File: src/rtl/alu_1bit_pkg.sv
// Shared encodings for the 1-bit ALU slice: operation groups and sub-op codes.
package alu_1bit_pkg;

    localparam int unsigned SEL_W = 4;
    localparam int unsigned GRP_W = 2;
    localparam int unsigned SUB_W = 2;

    // Group codes (sel[3:2])
    localparam logic [GRP_W-1:0] GRP_ARITH = 2'b00;
    localparam logic [GRP_W-1:0] GRP_LOGIC = 2'b01;
    localparam logic [GRP_W-1:0] GRP_SHR   = 2'b10;
    localparam logic [GRP_W-1:0] GRP_SHL   = 2'b11;

    // Arithmetic B-variant codes (sel[1:0])
    localparam logic [SUB_W-1:0] B_ZERO = 2'b00;
    localparam logic [SUB_W-1:0] B_PASS = 2'b01;
    localparam logic [SUB_W-1:0] B_INV  = 2'b10;
    localparam logic [SUB_W-1:0] B_ONE  = 2'b11;

    // Logic op codes (sel[1:0])
    localparam logic [SUB_W-1:0] OP_AND  = 2'b00;
    localparam logic [SUB_W-1:0] OP_OR   = 2'b01;
    localparam logic [SUB_W-1:0] OP_XOR  = 2'b10;
    localparam logic [SUB_W-1:0] OP_NOTA = 2'b11;

endpackage

File: src/rtl/alu_1bit_core.sv
// Combinational datapath of the 1-bit ALU slice: adder, logic unit, shift taps, result mux.
module alu_1bit_core
    import alu_1bit_pkg::*;
(
    input  logic             Ai,
    input  logic             Bi,
    input  logic             A_prev,
    input  logic             A_next,
    input  logic             Cini,
    input  logic [SEL_W-1:0] sel,
    output logic             f_c,
    output logic             cout_c
);

    logic [GRP_W-1:0] grp;
    logic [SUB_W-1:0] sub;
    logic             b_var;
    logic [1:0]       sum;
    logic             logic_res;

    assign grp = sel[SEL_W-1:SUB_W];
    assign sub = sel[SUB_W-1:0];

    // B operand variant feeding the adder
    always_comb begin
        b_var = 1'b0;
        case (sub)
            B_ZERO:  b_var = 1'b0;
            B_PASS:  b_var = Bi;
            B_INV:   b_var = ~Bi;
            B_ONE:   b_var = 1'b1;
            default: b_var = 1'b0;
        endcase
    end

    assign sum = 2'(Ai) + 2'(b_var) + 2'(Cini);

    always_comb begin
        logic_res = 1'b0;
        case (sub)
            OP_AND:  logic_res = Ai & Bi;
            OP_OR:   logic_res = Ai | Bi;
            OP_XOR:  logic_res = Ai ^ Bi;
            OP_NOTA: logic_res = ~Ai;
            default: logic_res = 1'b0;
        endcase
    end

    // Carry is always the adder carry, whatever group drives the result
    always_comb begin
        f_c    = 1'b0;
        cout_c = sum[1];
        case (grp)
            GRP_ARITH: f_c = sum[0];
            GRP_LOGIC: f_c = logic_res;
            GRP_SHR:   f_c = A_prev;
            GRP_SHL:   f_c = A_next;
            default:   f_c = 1'b0;
        endcase
    end

endmodule

File: src/rtl/alu_1bit.sv
// 1-bit ALU slice top. ALU_1BIT_OUT_REG_EN adds a 1-cycle output register with async reset;
// without it the outputs are combinational and clk/rst are ignored.
module alu_1bit
    import alu_1bit_pkg::*;
(
    input  logic             clk,
    input  logic             rst,
    input  logic             Ai,
    input  logic             Bi,
    input  logic             A_prev,
    input  logic             A_next,
    input  logic             Cini,
    input  logic [SEL_W-1:0] sel,
    output logic             Fi,
    output logic             Couti
);

    logic f_c;
    logic cout_c;

    alu_1bit_core u_core (
        .Ai     (Ai),
        .Bi     (Bi),
        .A_prev (A_prev),
        .A_next (A_next),
        .Cini   (Cini),
        .sel    (sel),
        .f_c    (f_c),
        .cout_c (cout_c)
    );

`ifdef ALU_1BIT_OUT_REG_EN
    always_ff @(posedge clk or posedge rst) begin
        if (rst) begin
            Fi    <= 1'b0;
            Couti <= 1'b0;
        end else begin
            Fi    <= f_c;
            Couti <= cout_c;
        end
    end
`else
    // clk/rst are intentionally dead in the combinational build
    logic unused_clk_rst;
    assign unused_clk_rst = &{1'b0, clk, rst};

    assign Fi    = f_c;
    assign Couti = cout_c;
`endif

endmodule

File: config.mk
export PLATFORM = sky130hd
export DESIGN_NAME = alu_1bit
export DESIGN_NICKNAME = d
export VERILOG_FILES = /design/src/rtl/alu_1bit_pkg.sv /design/src/rtl/alu_1bit_core.sv /design/src/rtl/alu_1bit.sv
export SDC_FILE = /design/constraint.sdc
export NUM_CORES = 1
export LEC_CHECK = 0
export ABC_AREA = 1
export BUFFER_PORTS_ARGS = -buffer_cell sky130_fd_sc_hd__buf_2
export CORE_AREA = 2 2 39 41
export DETAILED_ROUTE_END_ITERATION = 12
export DIE_AREA = 0 0 41 43
export PLACE_DENSITY_LB_ADDON = 0.05
export SLEW_MARGIN = 20
export SYNTH_ARGS = -nofsm -noshare
export SYNTH_HDL_FRONTEND = slang
export SYNTH_HIERARCHICAL = 1
export SYNTH_SLANG_ARGS = --single-unit
File: constraint.sdc
create_clock -name vclk -period 1.6
set_clock_uncertainty 0.05 [all_clocks]
set_input_delay 0.16 -clock vclk [all_inputs]
set_output_delay 0.16 -clock vclk [all_outputs]
set_load 0.01 [all_outputs]
==> run metrics, run 1 <==
Slew @ Worst Pin 0.206 ns; final cycle utilization of the critical path 89.7%; final setup TNS 0 ns; most frequent cells in the layout buf_2, nand2_1, inv_1, nand3_1; Pwr Density 229 nW/µm²; largest net degree at the start of global routing 5; Syn Area/Cell 5.39 µm²; CP max stage delay 0.45 ns; syn_nets 40; NumNets Final 53; final instance area 215 µm²; register area share after synthesis 0%; buffers added on ports 11; num rows 14; min Tclk post-route 1.44 ns; Ys Warns 6; Netlist cell types 8; IO Pins 13; GR Util All Layers 4.20%; antenna violations before repair 0; sequential cell area 0 µm²; CTS Hold Bufs 0; crit path capture type primary output; total die area 1760 µm²; sequential cells 0; Critical Path RT 1.39 ns; critical path arrival 1.23 ns; status finished clean; Buf/Inv on CP 2; starting DRC count in detailed routing 0; Post-CTS Setup Bufs 0; Worst VDD drop 0.0300 mV; worst hold start Cini; Synth Instances 26; Area Overhead vs Synth 53.6%; dpl hpwl 330 µm; fin cells 53; # diodes 0; grt total ovfl 0; Post-Route Utilization 15.6%; Leakage 0.000133 µW; Initial Util 10.1%; clkbuf count 0; Hold Path Depth 3; area of the multi-input gates 114 µm²; Post-DP Area 215 µm²; cell family with most CP delay adder cells; Max-slew headroom 86.1%; HP Class in -> out; critical path class in -> out; FMAX 697 MHz; gpl congestion 0.600; layout cells sized above 1 32.4%; Yosys top cell by area nand3_1; CP max-delay cell fa_1; CP most frequent cell buf_2; fin. max-slew vios 0; DP Cell Count 53; FILL cells 154; first-pass GRT wire length 552 µm; Setup-failing EPs final 0; Die Wd 41 µm; die extent in y 43 µm; DP Worst Slack 0.131 ns; Final WS setup 0.164 ns; CORE AREA 1380 µm²; CP cell instances buf_2 -> o21ai_0 -> fa_1 -> nand2_1 -> nand3_1 -> buf_2; cell area after synthesis 140 µm²; drc violations 0; number of global-route vias before repair 150; most common cell after layout, fill and taps aside buf_2; TritonRoute pass-1 iters 1; Via density 3.34; via count 177; Critical Path Start Type input port; Avg WL per Cell 6.57 µm; WL final 348 µm; Fin. Hold Viols 0; Routed Antenna Nets 0; WHS Endpoint Couti; area share of the leading cell type in the synthesized netlist 21.4%; number of max-cap violations 0; post-cts sizing count 0; Area contributors post-synth nand3_1, nand2_1, ha_1; crit path max fanout 4; RSZ-0062 raised after global routing no
[where the power goes]
part	switching (µW)	leakage, µW	internal [µW]
clock	0	0	0
combinational	26.2	0.000133	23.0
sequential	0	0	0
[Yosys cell counts]
cell     number
o21ai_0       1
nor2_1        2
fa_1          1
nand2_1       7
ha_1          2
nand3_1       6
inv_1         6
inv_2         1
[stage by stage]
step / total power [µW] / hold WS, ns
5_1_grt: 57.1 / 0.652
4_1_cts: 50.5 / 0.639
3_5_place_dp: 50.2 / 0.635
3_3_place_gp: 50.5 / 0.634
2_1_floorplan: 25.4 / 0.446
6_report: 49.2 / 0.632
[routing by layer]
| layer | global-route usage [%] | wire, µm |
|---|---|---|
| met1 | 6.37 | 161 |
| met2 | 6.56 | 163 |
| met3 | 0.524 | 22 |
| met4 | 0 | 0 |
| met5 | 0 | 0 |
[area by class of cell]
type	count	area share (%)
Inverter	7	12.2
Multi-Input combinational cell	19	52.9
Tap cell	16	9.30
Timing Repair Buffer	11	25.6
[worst min-delay path, delay by kind of cell]
kind                     cells  cell delay (ns)
buffers and inverters        2             0.21
adder cells (fa/ha/maj)      1             0.15
[worst max-delay path by stage]
stage | startpoint | to | depth (start not counted)
detailed placement | Bi | Fi | 6
floorplan | sel[1] | Fi | 5
CTS | Bi | Fi | 6
global route | Bi | Fi | 6
finish | Bi | Fi | 6
global placement | sel[1] | Fi | 7
[logic make-up (layout without fill, tap and decap cells)]
family | Yosys count | count (layout) | synth area share, %
fa+ha+maj | 3 | 3 | 32.1
simple gates | 15 | 15 | 45.5
buf+inv | 7 | 18 | 18.7
compound gates | 1 | 1 | 3.57
(Power assumes the default switching activity.)
==> run 2, diff against run 1 <==
--- a/config.mk
+++ b/config.mk
@@ -11,6 +11,7 @@
 export DETAILED_ROUTE_END_ITERATION = 12
 export DIE_AREA = 0 0 41 43
 export PLACE_DENSITY_LB_ADDON = 0.05
+export RECOVER_POWER = 100
 export SLEW_MARGIN = 20
 export SYNTH_ARGS = -nofsm -noshare
 export SYNTH_HDL_FRONTEND = slang
==> run metrics, run 2 (synthesis results as in run 1) <==
status finished clean; crit path capture type primary output; cell family with most CP delay adder cells; starting DRC count in detailed routing 0 (unchanged); most frequent cells in the layout buf_2, nand2_1, inv_1, nand3_1; Die Wd 41 µm (unchanged); sequential cell area 0 µm² (unchanged); total die area 1760 µm² (unchanged); fin cells 53 (unchanged); HP Class in -> out; final hold slack 0.651 ns (+0.0187 ns); CP max-delay cell fa_1; Max-slew headroom 86.1% (unchanged); min Tclk post-route 1.43 ns (-0.00769 ns); DP Cell Count 53 (unchanged); Worst VDD drop 0.0284 mV (-5.3%); number of global-route vias before repair 150 (unchanged); Avg WL per Cell 6.53 µm (-0.57%); Buf/Inv on CP 2 (unchanged); CORE AREA 1380 µm² (unchanged); drc violations 0 (unchanged); sequential cells 0 (unchanged); buffers added on ports 11 (unchanged); Hold Path Depth 5 (+2); Routed Antenna Nets 0 (unchanged); TritonRoute pass-1 iters 1 (unchanged); Slew @ Worst Pin 0.206 ns (unchanged); most common cell after layout, fill and taps aside buf_2; RSZ-0062 raised after global routing no; # diodes 0 (unchanged); sequential share of power 0% (unchanged); post-cts sizing count 0 (unchanged); Critical Path RT 1.39 ns (about the same); Post-Route Utilization 15.4% (-0.18 points); clkbuf count 0 (unchanged); CP cell instances buf_2 -> o21ai_0 -> fa_1 -> nand2_1 -> nand3_1 -> clkbuf_1; final setup TNS 0 ns (unchanged); critical path arrival 1.22 ns (about the same); num rows 14 (unchanged); WL final 346 µm (-0.57%); layout cells sized above 1 27.0% (-5.4 points); number of max-cap violations 0 (unchanged); final cycle utilization of the critical path 89.3% (-0.48 points); FMAX 700 MHz (+0.54%); die extent in y 43 µm (unchanged); WHS Endpoint Fi; Pwr Density 225 nW/µm² (-1.5%); crit path max fanout 4 (unchanged); grt total ovfl 0 (unchanged); logic gate share of total power 100.0% (about the same); largest net degree at the start of global routing 5 (unchanged); Post-CTS Setup Bufs 0 (unchanged); Leakage 0.000127 µW (-4.4%); antenna violations before repair 0 (unchanged); Pint 21.6 µW (-6.2%); via count 177 (unchanged); fin. max-slew vios 0 (unchanged); Critical Path Start Type input port; FILL cells 155 (+0.65%); CTS Hold Bufs 0 (unchanged); Post-DP Area 215 µm² (unchanged); final instance area 213 µm² (-1.2%); gpl congestion 0.600 (unchanged); Setup-failing EPs final 0 (unchanged); first-pass GRT wire length 552 µm (unchanged); sw frac 54.9% (+1.7 points); IO Pins 13 (unchanged); Initial Util 10.1% (unchanged); clock power share 0% (unchanged); CP max stage delay 0.45 ns (about the same); GR Util All Layers 4.20% (unchanged); Via density 3.34 (unchanged); NumNets Final 53 (unchanged); dpl hpwl 330 µm (unchanged); Net Sw Power 26.3 µW (+0.45%); critical path class in -> out; Fin. Hold Viols 0 (unchanged); Area Overhead vs Synth 51.8%; worst hold start sel[2]
==> run 2: tightest hold or removal path, delay by kind of cell <==
family | cells | cell delay [ns]
buf+inv | 2 | 0.22
simple gates | 3 | 0.16
==> run 2: how the worst max path moves through the flow <==
stage	from	end	slack (ns)	cells past startpoint
6_report	Bi	Fi	0.17	6
5_1_grt	Bi	Fi	0.09	6
2_1_floorplan	sel[1]	Fi	0.41	5
3_5_place_dp	Bi	Fi	0.13	6
3_3_place_gp	sel[1]	Fi	0.12	7
4_1_cts	Bi	Fi	0.13	6
==> run 2: cell type report <==
cell class	count	area, µm²	area share, %
Timing Repair Buffer	11	52.6	24.7
Tap cell	16	20.0	9.41
Multi-Input combinational cell	19	114	53.5
Inverter	7	26.3	12.4
==> run 2: power groups by stage <==
| stage | Combinational, µW | Clock, µW | Sequential (µW) |
|---|---|---|---|
| final | 47.9 | 0 | 0 |
| after CTS | 50.5 | 0 | 0 |
| after global routing | 55.7 | 0 | 0 |
| after detailed placement | 50.2 | 0 | 0 |
| after floorplan | 25.4 | 0 | 0 |
| after global placement | 50.5 | 0 | 0 |
==> run 2: through the flow <==
step | total power [µW] | setup WS (ns)
finish | 47.9 | 0.172
CTS | 50.5 | 0.128
floorplan | 25.4 | 0.415
global route | 55.7 | 0.0950
detailed placement | 50.2 | 0.131
global placement | 50.5 | 0.124
==> run 2: routing by layer <==
metal  vias to the layer above  track usage, %  share of wire [%]
met5                         -               0                  0
met2                         4            6.56                 46
li1                        102               -                  -
met4                         0               0                  0
met1                        71            6.37                 48
met3                         0           0.524                6.1
==> run 3, diff against run 2 <==
--- a/config.mk
+++ b/config.mk
@@ -12,6 +12,7 @@
 export DIE_AREA = 0 0 41 43
 export PLACE_DENSITY_LB_ADDON = 0.05
 export RECOVER_POWER = 100
+export SETUP_SLACK_MARGIN = 0.4
 export SLEW_MARGIN = 20
 export SYNTH_ARGS = -nofsm -noshare
 export SYNTH_HDL_FRONTEND = slang
==> constraint.sdc (replaced) <==
create_clock -name vclk -period 1.4
set_clock_uncertainty 0.05 [all_clocks]
set_input_delay 0.14 -clock vclk [all_inputs]
set_output_delay 0.14 -clock vclk [all_outputs]
set_load 0.01 [all_outputs]
==> run metrics, run 3 (synthesis results as in run 1) <==
status finished clean; Pwr Density 282 nW/µm² (+25%); via count 188 (+6.2%); grt total ovfl 0 (unchanged); layout cells sized above 1 40.5% (+14 points); Die Wd 41 µm (unchanged); total die area 1760 µm² (unchanged); starting DRC count in detailed routing 3 (+3); CORE AREA 1380 µm² (unchanged); TritonRoute pass-1 iters 4 (+3); fin cells 53 (unchanged); Total Power 74.1 µW (+55%); dpl hpwl 347 µm (+5.2%); final cycle utilization of the critical path 92.8%; first-pass GRT wire length 558 µm (+1.1%); crit path max fanout 2 (-2); Hold Path Depth 5 (unchanged); gpl congestion 0.739 (+23%); CTS Hold Bufs 0 (unchanged); critical path arrival 1.11 ns (-0.11 ns); Initial Util 10.1% (unchanged); Area Overhead vs Synth 87.5%; DP Worst Slack 0.0343 ns (-0.0964 ns); Worst VDD drop 0.0682 mV (+140%); FMAX 770 MHz; Setup-failing EPs final 0 (unchanged); CP max-delay cell fa_1; min Tclk post-route 1.30 ns; Met1 Wirelength 161 µm (-2.4%); most frequent cells in the layout buf_2, nand2_1, inv_1, nand3_1, buf_6; cell family with most CP delay adder cells; drc violations 0 (unchanged); antenna violations before repair 0 (unchanged); # diodes 0 (unchanged); crit path capture type primary output; WHS Endpoint Fi; Buf/Inv on CP 3 (+1); number of max-cap violations 0 (unchanged); Critical Path Start Type input port; Slew @ Worst Pin 0.151 ns (-0.0547 ns); IO Pins 13 (unchanged); HP Class in -> out; Routed Antenna Nets 0 (unchanged); WL final 360 µm (+4.0%); met2 wire len 179 µm (+13%); Max-slew headroom 89.8% (+3.7 points); Avg WL per Cell 6.79 µm (+4.0%); CP max stage delay 0.43 ns (-0.02 ns); CP most frequent cell buf_6; sequential cell area 0 µm² (unchanged); num rows 14 (unchanged); buffers added on ports 11 (unchanged); sequential cells 0 (unchanged); Post-CTS Setup Bufs 0 (unchanged); worst hold start sel[2]; met3 wire length 19 µm (-9.5%); CP cell instances buf_6 -> inv_8 -> o21ai_1 -> fa_1 -> nand2_1 -> nand3_2 -> buf_6; RSZ-0062 raised after global routing yes; NumNets Final 53 (unchanged); DP Cell Count 53 (unchanged); Fin. Hold Viols 0 (unchanged); DR top layer met3; fin. max-slew vios 0 (unchanged); number of global-route vias before repair 136 (-9.3%); die extent in y 43 µm (unchanged); Via density 3.55 (+6.2%); Post-Route Utilization 19.0% (+3.6 points); critical path class in -> out; clkbuf count 0 (unchanged); largest net degree at the start of global routing 5 (unchanged); final setup TNS 0 ns (unchanged); Critical Path RT 1.21 ns (-0.18 ns); Final WS setup 0.101 ns (-0.0709 ns); Leakage 0.000146 µW (+15%); GR Util All Layers 4.10% (-0.10 points)
==> run 3: how the worst max path moves through the flow <==
stage           start  to  slack, ns  cells after the start
2_1_floorplan  sel[1]  Fi       0.35                      5
3_3_place_gp   sel[1]  Fi       0.04                      7
3_5_place_dp   sel[1]  Fi       0.03                      7
4_1_cts            Bi  Fi       0.12                      6
5_1_grt        sel[1]  Fi       0.07                      7
6_report       sel[1]  Fi       0.10                      7
==> run 3: final cells by class <==
cell class | count | area (µm²)
fill | 160 | 1120
inverter | 7 | 33.8
multi-input combinational | 19 | 126
tap | 16 | 20.0
timing repair buffer | 11 | 82.6
==> run 3: metrics by stage <==
step | hold slack [ns] | instance area (µm²)
detailed placement | 0.579 | 234
global placement | 0.574 | 234
finish | 0.609 | 263
CTS | 0.595 | 263
global route | 0.638 | 263
floorplan | 0.386 | 159
==> run 3: report_power, final <==
part | internal [µW] | switching (µW) | leakage, µW | total, µW
combinational | 38.7 | 35.4 | 0.000146 | 74.1
sequential | 0 | 0 | 0 | 0
clock | 0 | 0 | 0 | 0
total | 38.7 | 35.4 | 0.000146 | 74.1
==> run 3: routing by layer <==
| layer | up-vias | GRT usage, % |
|---|---|---|
| met4 | 0 | 0 |
| met5 | - | 0 |
| met2 | 7 | 6.56 |
| met1 | 79 | 6.35 |
| li1 | 102 | - |
| met3 | 0 | 0 |
==> run 3: timing repair <==
action | in CTS | in global routing
setup endpoints to repair | 2 | 2
endpoints found under the hold margin | 0 | 0
gates resized for setup | 8 | 1
pin swaps | 4 | 0
==> run 3: tightest hold or removal path: stages <==
cell	delay (ns)
buf_2	0.09
nor2_1	0.04
nand2_1	0.06
nand3_2	0.06
buf_6	0.12
